File: src/rtl/dcache_resp_pkg.sv
// Shared definitions for the data-cache responder: bus widths and field offsets
// for both execute-stage buses, read FSM encoding and the posted-write entry layout.
package dcache_resp_pkg;

  localparam int WD_W = 106;
  localparam int RD_W = 34;

  // Request bus, MSB first:
  // {valid, op, addr, uncached, awstrb, wdata, cacop_en, cacop_code, cacop_addr}
  localparam int WD_VALID          = WD_W - 1;
  localparam int WD_OP             = WD_W - 2;
  localparam int WD_ADDR_LSB       = WD_W - 34;
  localparam int WD_UNCACHED       = WD_W - 35;
  localparam int WD_STRB_LSB       = WD_W - 39;
  localparam int WD_WDATA_LSB      = WD_W - 71;
  localparam int WD_CACOP_EN       = WD_W - 72;
  localparam int WD_CACOP_CODE_LSB = WD_W - 74;
  localparam int WD_CACOP_ADDR_LSB = 0;

  // Response bus: {ready, rvalid, rdata}
  localparam int RD_READY     = RD_W - 1;
  localparam int RD_RVALID    = RD_W - 2;
  localparam int RD_RDATA_LSB = 0;

  typedef enum logic [1:0] {
    ST_IDLE     = 2'd0,
    ST_RD_ISSUE = 2'd1,
    ST_RD_WAIT  = 2'd2,
    ST_RESP     = 2'd3
  } rd_state_e;

  typedef struct packed {
    logic [31:0] addr;
    logic [3:0]  strb;
    logic [31:0] data;
  } wbuf_entry_t;

  localparam int WBUF_ENTRY_W = $bits(wbuf_entry_t);

endpackage

File: src/rtl/dcache_wbuf.sv
// Posted-write FIFO: synchronous, power-of-two depth, push and pop may coincide
// (including when full), head entry visible combinationally.
module dcache_wbuf import dcache_resp_pkg::*; #(
  parameter int WBUF_DEPTH = 4
) (
  input  logic                    clk,
  input  logic                    reset,
  input  logic                    push,
  input  logic [WBUF_ENTRY_W-1:0] push_data,
  input  logic                    pop,
  output logic [WBUF_ENTRY_W-1:0] head,
  output logic                    full,
  output logic                    empty
);

  localparam int PTR_W = $clog2(WBUF_DEPTH);
  localparam logic [PTR_W:0] DEPTH_V = (PTR_W + 1)'(WBUF_DEPTH);

  logic [WBUF_ENTRY_W-1:0] mem [WBUF_DEPTH];
  logic [PTR_W-1:0]        wr_ptr;
  logic [PTR_W-1:0]        rd_ptr;
  logic [PTR_W:0]          occ;
  logic                    do_push;
  logic                    do_pop;

  assign full    = (occ == DEPTH_V);
  assign empty   = (occ == '0);
  assign do_pop  = pop & ~empty;
  assign do_push = push & (~full | do_pop);
  assign head    = mem[rd_ptr];

  // Pointers wrap naturally because the depth is a power of two.
  always_ff @(posedge clk) begin
    if (reset) begin
      wr_ptr <= '0;
      rd_ptr <= '0;
      occ    <= '0;
    end else begin
      if (do_push) wr_ptr <= wr_ptr + 1'b1;
      if (do_pop)  rd_ptr <= rd_ptr + 1'b1;
      case ({do_push, do_pop})
        2'b10:   occ <= occ + 1'b1;
        2'b01:   occ <= occ - 1'b1;
        default: occ <= occ;
      endcase
    end
  end

  always_ff @(posedge clk) begin
    if (do_push) mem[wr_ptr] <= push_data;
  end

endmodule

File: src/rtl/dcache_resp.sv
// Blocking, in-order data-cache responder for the execute stage: reads go
// straight to memory through a small FSM, writes are posted into dcache_wbuf.
module dcache_resp import dcache_resp_pkg::*; #(
  parameter int WBUF_DEPTH = 4
) (
  input  logic            clk,
  input  logic            reset,
  input  logic [WD_W-1:0] dcache_wdata_bus,
  output logic [RD_W-1:0] dcache_rdata_bus,
  output logic            mem_req,
  output logic            mem_we,
  output logic [31:0]     mem_addr,
  output logic [3:0]      mem_wstrb,
  output logic [31:0]     mem_wdata,
  input  logic            mem_gnt,
  input  logic            mem_rvalid,
  input  logic [31:0]     mem_rdata
);

  logic        req_valid;
  logic        req_op;
  logic [31:0] req_addr;
  logic [3:0]  req_strb;
  logic [31:0] req_wdata;
  logic        req_cacop;
  logic        unused_fields;

  assign req_valid = dcache_wdata_bus[WD_VALID];
  assign req_op    = dcache_wdata_bus[WD_OP];
  assign req_addr  = dcache_wdata_bus[WD_ADDR_LSB +: 32];
  assign req_strb  = dcache_wdata_bus[WD_STRB_LSB +: 4];
  assign req_wdata = dcache_wdata_bus[WD_WDATA_LSB +: 32];
  assign req_cacop = dcache_wdata_bus[WD_CACOP_EN];

  // Every access goes to memory, so uncached and the cache-op payload carry no meaning here.
  assign unused_fields = ^{dcache_wdata_bus[WD_UNCACHED],
                           dcache_wdata_bus[WD_CACOP_CODE_LSB +: 2],
                           dcache_wdata_bus[WD_CACOP_ADDR_LSB +: 32],
                           req_addr[1:0]};

  rd_state_e   state;
  logic [31:0] rd_addr_q;
  logic        rvalid_q;
  logic [31:0] rdata_q;

  logic                    ready;
  logic                    accept;
  logic                    wr_accept;
  logic                    rd_accept;
  logic                    drain;
  logic                    wb_full;
  logic                    wb_empty;
  logic [WBUF_ENTRY_W-1:0] wb_push_bits;
  logic [WBUF_ENTRY_W-1:0] wb_head_bits;
  wbuf_entry_t             wb_push_entry;
  wbuf_entry_t             wb_head;

  // Ready never looks at valid; reads wait for an empty buffer so they cannot overtake a posted write.
  always_comb begin
    ready = 1'b0;
    if (state == ST_IDLE) begin
      if (req_cacop)   ready = 1'b1;
      else if (req_op) ready = ~wb_full;
      else             ready = wb_empty;
    end
  end

  assign accept    = req_valid & ready;
  assign wr_accept = accept & ~req_cacop & req_op;
  assign rd_accept = accept & ~req_cacop & ~req_op;
  assign drain     = (state == ST_IDLE) & ~wb_empty;

  always_comb begin
    wb_push_entry      = '0;
    wb_push_entry.addr = {req_addr[31:2], 2'b00};
    wb_push_entry.strb = req_strb;
    wb_push_entry.data = req_wdata;
  end

  assign wb_push_bits = wb_push_entry;
  assign wb_head      = wbuf_entry_t'(wb_head_bits);

  dcache_wbuf #(
    .WBUF_DEPTH (WBUF_DEPTH)
  ) u_wbuf (
    .clk       (clk),
    .reset     (reset),
    .push      (wr_accept),
    .push_data (wb_push_bits),
    .pop       (drain & mem_gnt),
    .head      (wb_head_bits),
    .full      (wb_full),
    .empty     (wb_empty)
  );

  // Memory port: the read issue owns the port outside IDLE, the buffer head owns it in IDLE.
  always_comb begin
    mem_req   = 1'b0;
    mem_we    = 1'b0;
    mem_addr  = '0;
    mem_wstrb = '0;
    mem_wdata = '0;
    if (state == ST_RD_ISSUE) begin
      mem_req  = 1'b1;
      mem_addr = rd_addr_q;
    end else if (drain) begin
      mem_req   = 1'b1;
      mem_we    = 1'b1;
      mem_addr  = wb_head.addr;
      mem_wstrb = wb_head.strb;
      mem_wdata = wb_head.data;
    end
  end

  // Read FSM; rvalid/rdata are registered so rdata is zero except in the RESP cycle.
  always_ff @(posedge clk) begin
    if (reset) begin
      state    <= ST_IDLE;
      rvalid_q <= 1'b0;
      rdata_q  <= '0;
    end else begin
      case (state)
        ST_IDLE: begin
          if (rd_accept) state <= ST_RD_ISSUE;
        end
        ST_RD_ISSUE: begin
          if (mem_gnt) begin
            if (mem_rvalid) begin
              state    <= ST_RESP;
              rvalid_q <= 1'b1;
              rdata_q  <= mem_rdata;
            end else begin
              state <= ST_RD_WAIT;
            end
          end
        end
        ST_RD_WAIT: begin
          if (mem_rvalid) begin
            state    <= ST_RESP;
            rvalid_q <= 1'b1;
            rdata_q  <= mem_rdata;
          end
        end
        ST_RESP: begin
          state    <= ST_IDLE;
          rvalid_q <= 1'b0;
          rdata_q  <= '0;
        end
        default: begin
          state    <= ST_IDLE;
          rvalid_q <= 1'b0;
          rdata_q  <= '0;
        end
      endcase
    end
  end

  always_ff @(posedge clk) begin
    if (rd_accept) rd_addr_q <= {req_addr[31:2], 2'b00};
  end

  always_comb begin
    dcache_rdata_bus                        = '0;
    dcache_rdata_bus[RD_READY]              = ready;
    dcache_rdata_bus[RD_RVALID]             = rvalid_q;
    dcache_rdata_bus[RD_RDATA_LSB +: 32]    = rdata_q;
  end

endmodule

File: config.mk
export PLATFORM = sky130hd
export DESIGN_NAME = dcache_resp
export DESIGN_NICKNAME = d
export VERILOG_FILES = /design/src/rtl/dcache_resp_pkg.sv /design/src/rtl/dcache_wbuf.sv /design/src/rtl/dcache_resp.sv
export SDC_FILE = /design/constraint.sdc
export NUM_CORES = 1
export LEC_CHECK = 0
export ABC_AREA = 1
export ABC_CLOCK_PERIOD_IN_PS = 5000
export BUFFER_PORTS_ARGS = -buffer_cell sky130_fd_sc_hd__buf_2
export CAP_MARGIN = 25
export CORE_UTILIZATION = 40
export DETAILED_ROUTE_END_ITERATION = 8
export SLEW_MARGIN = 20
export SYNTH_ARGS = -nofsm -noshare
export SYNTH_HDL_FRONTEND = slang
export SYNTH_SLANG_ARGS = --single-unit
export TNS_END_PERCENT = 100
File: constraint.sdc
create_clock -name clk -period 5 [get_ports clk]
set_clock_uncertainty 0.2 [all_clocks]
set_input_delay 0.5 -clock clk [delete_from_list [all_inputs] [get_ports clk]]
set_output_delay 0.5 -clock clk [all_outputs]
set_load 0.005 [all_outputs]
==> results.txt, run 1 <==
----------------------------------------------------
[Place]
  Placer Congestion ... 0.7397
  PortBufs ... 206
  Placed wire-length estimate ... 16.58 mm

[STA]
  Number of slew-limit violations in the final report ... 0
  Fmax achieved ... 288.5 MHz
  Total setup violations reported at the end of the flow ... 0
  Tightest slew margin relative to the limit ... 33.54%
  Setup repair after global routing missed its margin ... no
  Final period demand of the worst path ... 3.466 ns
  Count of endpoints failing hold in the final timing report ... 0
  Post-route fraction of the period consumed by the critical path ... 69.33%
  Final setup TNS ... 0 ns
  Worst Max-Slew Pin Slew ... 0.9969 ns

[Global routing]
  Number of global-route vias before repair ... 8,785
  Global Route Usage Sum ... 18.08%
  Residual overflow from global routing ... 0
  Pin count of the biggest net entering global routing ... 93
  Global-route wire length before repair ... 46.99 mm
  Antenna violations before repair ... 1

[Finish]
  Area growth, synth to finish ... 24.02%
  Area of combinational cells with multiple inputs ... 0.002975 mm²
  Filler instances ... 2,765
  Layout cell share with drive strength beyond 1 ... 22.76%
  Final-stage net count ... 1,419
  Sequential cell area ... 0.009714 mm²

[Worst hold path]
  End point of the most critical hold path ... rd_addr_q[19]
  Tightest Hold Check Type ... input pin to flop
  Cell count of the worst hold path ... 1
  Hold_sp ... dcache_wdata_bus[91]

[Power and ir drop]
  Pwr Density ... 488.9 mW/mm²
  Overall power ... 7.965 mW
  Maximum vdd drop ... 0.2746 mV
  Leakage ... 6.045 nW

[Logic synthesis]
  Fraction of the mapped netlist area in adder cells ... 1.010%
  Area fraction in compound gates after synthesis ... 11.96%
  Most common cell in the synthesized netlist ... edfxtp_1
  Sequential fraction of the synthesis area ... 73.91%
  Syn Inst Count ... 1,032
  Largest family of logic cells by synthesized area ... compound AO/OA/AOI/OAI gates
  Xor and xnor fraction of the mapped netlist area ... 0%
  Post-synth top cells ... edfxtp_1, nor2_1, o21ai_0
  Total of flip-flops plus latches after synthesis ... 338
  Warning count from the yosys run ... 0
  Post-synth top flop ... edfxtp_1
  Number of distinct library cells after synthesis ... 30
  Post-synthesis average cell area ... 12.73 µm²
  Simple-gate share of the synthesized area ... 9.372%
  Number of enable flip-flop cells after synthesis ... 294
  Portion of synthesized cell area occupied by the leading cell type ... 67.21%
  Top area cells in the synthesized netlist ... edfxtp_1, dfxtp_1, nor2_1, o21ai_0, a21oi_1
  Multiplexer fraction of the synthesized cell area ... 0%
  Post-synth design cell area ... 0.01314 mm²
  Fraction of synthesis flops using an asynchronous set or reset pin ... 0%
  Library cell with the largest summed area after synthesis ... edfxtp_1

[Worst setup path]
  Largest fanout on the critical path ... 92
  Critical R2R Launch ... state[0]
  Setup slack of the worst register-to-register path ... 2.07 ns
  Worst endpoint data arrival time ... 2.77 ns
  Critical setup path kind ... flop to output port
  R2R Path End ... u_wbuf.mem[3][35]
  Depth of the most critical reg-to-reg path ... 7
  Cell Chain, Critical Path ... buf_4 > nor2_1 > nor2_1 > o21ai_0 > a21oi_1 > buf_2
  Highest-delay cell along the critical path ... buf_4
  Data required, critical path ... 4.30 ns
  Sort of element at the end of the critical path ... output port
  Largest stage delay on the critical path ... 0.82 ns
  Top cell by count, worst path ... nor2_1
  Sort of element at the start of the critical path ... flop

[Clocking]
  Clock Latency Late Sink ... 0.51 ns
  CTS Root Buffer Type ... clkbuf_16
  Number of clock buffers inserted by TritonCTS ... 37
  H-tree depth ... 2
  Clock sink count ... 338
  Clock tree from TritonCTS ... done
  Clock input transition at the sequential cells of the worst setup and hold paths ... 0.06 ns
  Largest buffer count on any clock path ... 3
  Buffers inserted by post-CTS timing repair ... 0

[Flow run]
  Number of max-capacitance violations reported ... 0

[Floorplanning]
  Die Y ... 183.2 µm
  Floorplan die width ... 183.2 µm
  Row cnt ... 65
  Number of placed I/O pins ... 246
  Starting Density ... 41.10%
  Core outline area ... 0.03196 mm²
  Die area ... 0.03357 mm²

[Outcome]
  Status ... finished clean

[Drt]
  First-iteration detailed-routing DRC count ... 517
  Final WL ... 30.19 mm
  Via count ... 8,656
  Count of unresolved DRC violations after routing ... 0
  Number of nets with antenna violations after detailed routing ... 0
  Wire length per cell after detailed routing ... 17.43 µm
  Drt pass-1 iters ... 5
  Routed vias/inst ... 4.998

----------------------------------------------------
==> per-layer routing <==
metal	GRT usage [%]	routed length, µm	vias to the layer above
met5	0	0	-
met4	4.833	473	0
met3	4.230	1871	41
met2	31.32	14710	271
met1	22.65	13130	4150
li1	-	-	4194
==> stage by stage <==
step                utilization [%]  hold slack [ns]  cell area, µm²  cells  setup slack, ns
floorplan                         -           0.2214           13140   1033           0.5425
global placement              45.45           0.2372           14530   1619            2.022
detailed placement            45.50           0.2467           14540   1620            1.999
CTS                           50.97        0.0006641           16290   1731            1.456
global route                  50.97         0.005783           16290   1731            1.265
finish                        50.97          0.02043           16290   1732            1.534
==> flip-flops by register name, summed over array words and instances, names as in the netlist, named ones only <==
signal and flops:
rd_addr_q 30, u_wbuf.occ 3, rdata_q 32, u_wbuf.mem 264, state 2, u_wbuf.rd_ptr 2
u_wbuf.wr_ptr 2, rvalid_q 1
==> placed cells by master (no fill, tap or decap), types with 3 or more instances in the layout <==
cell type      Yosys  final
o21ai_1            8      8
clkbuf_1          30      9
buf_4             15     12
a22o_1            30     30
clkinv_2           0      3
o22ai_1           30     30
dlygate4sd3_1      0     43
nand2_1           48     48
nor2_1           216    212
bufinv_16          0      6
dfxtp_1           44     42
o21ai_0          131    131
buf_2             18    206
clkbuf_8           0      4
nand3_1           35     35
a21oi_1           76     76
nor2_4             1      5
edfxtp_1         294    294
ha_1               9      8
buf_12             0      3
clkbuf_16          0     40
clkinv_1           1      5
inv_1             26     25
==> critical path, delay by kind of cell, from the launching register on <==
family | cells | cell delay, ns
DFF | 1 | 0.64
and+or+nand+nor | 2 | 0.22
buffers and inverters | 2 | 0.97
AOI/OAI and AO/OA | 2 | 0.34
==> timing repair <==
action / 4_1_cts / 5_1_grt
gates resized for setup: 0 / 0
hold endpoints to repair: 177 / 0
hold buffers: 43 / 0
==> cell families (layout without fill, tap and decap cells) <==
kind of cell,count (synthesis),in the layout
simple gates,305,305
fa+ha+maj,10,10
flops,338,338
compound gates,279,279
other cells,1,3
buf+inv,99,362
==> report_power, final <==
part           internal, mW  switching, mW
Clock                  1.83           1.05
Combinational         0.645           1.10
Sequential             3.24         0.0975
==> worst max path at each step <==
stage          slack [ns]  cells past startpoint                end
3_5_place_dp         2.00                      7  u_wbuf.mem[3][64]
6_report             1.53                      6       mem_wdata[3]
5_1_grt              1.27                      6      mem_wdata[10]
3_3_place_gp         2.02                      7  u_wbuf.mem[3][59]
2_1_floorplan        0.54                      6   u_wbuf.mem[0][0]
4_1_cts              1.46                      5       mem_addr[15]
==> area by class of cell <==
class	instances	share of cell area [%]
Sequential cell	338	59.63
Multi-Input combinational cell	596	18.26
Tap cell	435	3.341
Inverter	29	0.6835
Antenna cell	1	0.01536
Clock inverter	15	1.398
Timing Repair Buffer	265	9.984
Clock buffer	53	6.689
Note: power is estimated with default switching activity, not from simulation.
==> run 2, diff against run 1 <==
Settings changed: ABC_AREA 1 to 0, ABC_CLOCK_PERIOD_IN_PS 5000 to 3100.
Clock period 5 ns to 3.1 ns, I/O delays scaled along.
==> results.txt, run 2 <==
----------------------------------------------------
[Logic synthesis]
  Number of distinct library cells after synthesis ... 41
  Portion of synthesized cell area occupied by the leading cell type ... 69.36%
  Library cell with the largest summed area after synthesis ... edfxtp_1
  Post-synth top cells ... edfxtp_1, mux4_2, a22o_1
  Post-synth design cell area ... 0.01273 mm²
  Post-synthesis average cell area ... 20.60 µm²
  Number of enable flip-flop cells after synthesis ... 294
  Total of flip-flops plus latches after synthesis ... 338
  Warning count from the yosys run ... 0
  Syn Inst Count ... 618
  Most common cell in the synthesized netlist ... edfxtp_1
  Post-synth top flop ... edfxtp_1
  Fraction of synthesis flops using an asynchronous set or reset pin ... 0%
  Sequential fraction of the synthesis area ... 76.28%
  Top area cells in the synthesized netlist ... edfxtp_1, mux4_2, dfxtp_1, a22o_1, and2_1

[Global routing]
  Global Route Usage Sum ... 17.05%
  Global-route wire length before repair ... 42.49 mm
  Number of global-route vias before repair ... 7,605
  Residual overflow from global routing ... 0
  Antenna violations before repair ... 1
  Pin count of the biggest net entering global routing ... 68

[Clocking]
  Number of clock buffers inserted by TritonCTS ... 37
  Post-CTS resize count ... 0
  Clock tree from TritonCTS ... done
  H-tree depth ... 2
  Buffers inserted by post-CTS timing repair ... 0
  Largest buffer count on any clock path ... 3
  Clock sink count ... 338
  Clock Latency Late Sink ... 0.52 ns
  Clock input transition at the sequential cells of the worst setup and hold paths ... 0.06 ns
  CTS Root Buffer Type ... clkbuf_16

[Drt]
  Routed vias/inst ... 5.019
  Count of unresolved DRC violations after routing ... 0
  Drt pass-1 iters ... 7
  Number of nets with antenna violations after detailed routing ... 0
  Top metal layer carrying routed signals ... met4
  M1 WL ... 11.76 mm
  Wire length per cell after detailed routing ... 19.87 µm
  Met2 layer wire length in the routed design ... 13.72 mm
  First-iteration detailed-routing DRC count ... 338
  Final WL ... 27.42 mm
  Detailed route wirelength on metal3 ... 1.391 mm
  Via count ... 6,926

[Worst setup path]
  Largest stage delay on the critical path ... 0.59 ns
  Crit path buf inv count ... 2
  Sort of element at the end of the critical path ... output port
  Worst endpoint data arrival time ... 2.35 ns
  Highest-delay cell along the critical path ... dfxtp_4
  Critical setup path kind ... flop to output port
  Sort of element at the start of the critical path ... flop
  CP top delay family ... flip-flops
  Largest fanout on the critical path ... 16
  Cell Chain, Critical Path ... buf_4 > mux4_2 > a22o_1 > buf_2
  Data required, critical path ... 2.59 ns

[Power and ir drop]
  Leakage ... 6.056 nW
  Maximum vdd drop ... 0.5537 mV
  Pwr Density ... 745.7 mW/mm²

[STA]
  Post-route fraction of the period consumed by the critical path ... 92.40%
  Number of slew-limit violations in the final report ... 0
  Final period demand of the worst path ... 2.864 ns
  Final setup TNS ... 0 ns
  Tightest slew margin relative to the limit ... 64.43%
  Final setup slack of the worst path ... 0.2355 ns
  Total setup violations reported at the end of the flow ... 0
  Count of endpoints failing hold in the final timing report ... 0
  Worst Max-Slew Pin Slew ... 0.5253 ns
  Fmax achieved ... 349.1 MHz
  Setup repair after global routing missed its margin ... no

[Finish]
  Largest registers ... u_wbuf.mem (264), rdata_q (32), rd_addr_q (30)
  Highest-count cells in the layout ignoring fill and taps ... edfxtp_1, buf_2, dlygate4sd3_1, mux4_2, a22o_1
  Layout cell share with drive strength beyond 1 ... 37.33%
  Final-stage net count ... 1,107
  Leading cell type in the layout, fill and taps excluded ... edfxtp_1
  Area growth, synth to finish ... 31.18%
  Max reg flops ... 264
  Register name with the most flops ... u_wbuf.mem

[Floorplanning]
  Starting Density ... 41.18%
  Core outline area ... 0.03091 mm²
  Floorplan die width ... 180.4 µm
  Row cnt ... 64
  Die area ... 0.03254 mm²
  Number of placed I/O pins ... 246
  Die Y ... 180.4 µm

[Place]
  DP Worst Slack ... 0.4984 ns
  Placed wire-length estimate ... 16.24 mm
  PortBufs ... 206
  Placer Congestion ... 0.7245

[Outcome]
  Status ... finished clean

[Worst hold path]
  Tightest Hold Check Type ... input pin to flop

[Flow run]
  Number of max-capacitance violations reported ... 0

----------------------------------------------------
-- run 2: cell count changes in the layout (fill, tap and decap cells not counted), sizes merged, moves of 16 or more --
cell | previous run | this run
nor2 | 218 | 12
o21ai | 139 | 3
a21oi | 77 | 3
mux4 | 0 | 66
dlygate4sd3 | 43 | 100
nand2 | 50 | 5
and2 | 0 | 40
nand3 | 36 | 1
a22o | 30 | 62
o22ai | 30 | 0
inv | 30 | 14
-- run 2: layer usage --
layer,global-route usage [%],vias to the layer above
met5,0,-
li1,-,3194
met4,4.855,0
met3,3.517,43
met1,21.64,3485
met2,29.58,204
-- run 2: logic make-up after synthesis --
logic type               count (synthesis)  share of synthesized area [%]
AO/OA/AOI/OAI                           78                          5.387
XOR/XNOR                                 3                         0.2065
adder cells (fa/ha/maj)                 10                          1.042
buffers and inverters                   50                          1.995
flip-flops                             338                          76.28
multiplexers                            70                          12.03
other                                    1                        0.02946
AND/OR/NAND/NOR                         68                          3.028
-- run 2: timing repair --
action                                  CTS  global route
hold buffers                            100             0
endpoints found under the hold margin   334             0
endpoints found under the setup margin    0             0
-- run 2: worst register-to-register path: cells and delay by family, from the launching register on --
kind	cells	cell delay [ns]
buffers and inverters	5	0.53
DFF	1	0.43
adders and majority gates	3	0.79
and+or+nand+nor	1	0.31
xor gates and xnor gates	1	0.17
AOI/OAI and AO/OA	2	0.20
-- run 2: cell type report --
class	count	area [µm²]
flip-flops and latches	338	9717
multi-input cells	231	2800
clock buffers	55	1086
diodes	1	2.502
fillers	2471	14210
clock inverters	12	117.6
well taps	396	495.5
inverters	13	48.80
repair buffers	334	2430
-- run 2: power breakdown --
| part | internal [mW] | leakage (nW) | switching, mW |
|---|---|---|---|
| clock | 2.60 | 0.591 | 1.70 |
| sequential | 5.18 | 3.01 | 0.159 |
| combinational | 1.43 | 2.45 | 1.38 |
| total | 9.21 | 6.06 | 3.24 |
-- run 2: stage by stage --
step                      hold WS [ns]  area (µm²)  util, %  cells  total power, mW
after global routing           0.06723       16700    54.02   1380            13.04
final                          0.04532       16700    54.02   1380            12.45
after CTS                      0.02433       16690    54.01   1379            12.65
after global placement          0.2592       14490    46.88   1212            8.186
after floorplan                 0.2089       12740        -    619            7.041
after detailed placement        0.2602       14490    46.88   1212            8.217
-- run 2: worst paths after layout --
check | start | endpoint | slack, ns | cells after the start
setup reg to reg | state[0] | u_wbuf.occ[2] | 0.41 | 12
hold reg to reg | rdata_q[30] | rdata_q[30] | 0.27 | 1
hold / removal | mem_rvalid | rvalid_q | 0.05 | 3
setup / recovery | flop | mem_addr[31] | 0.24 | 4
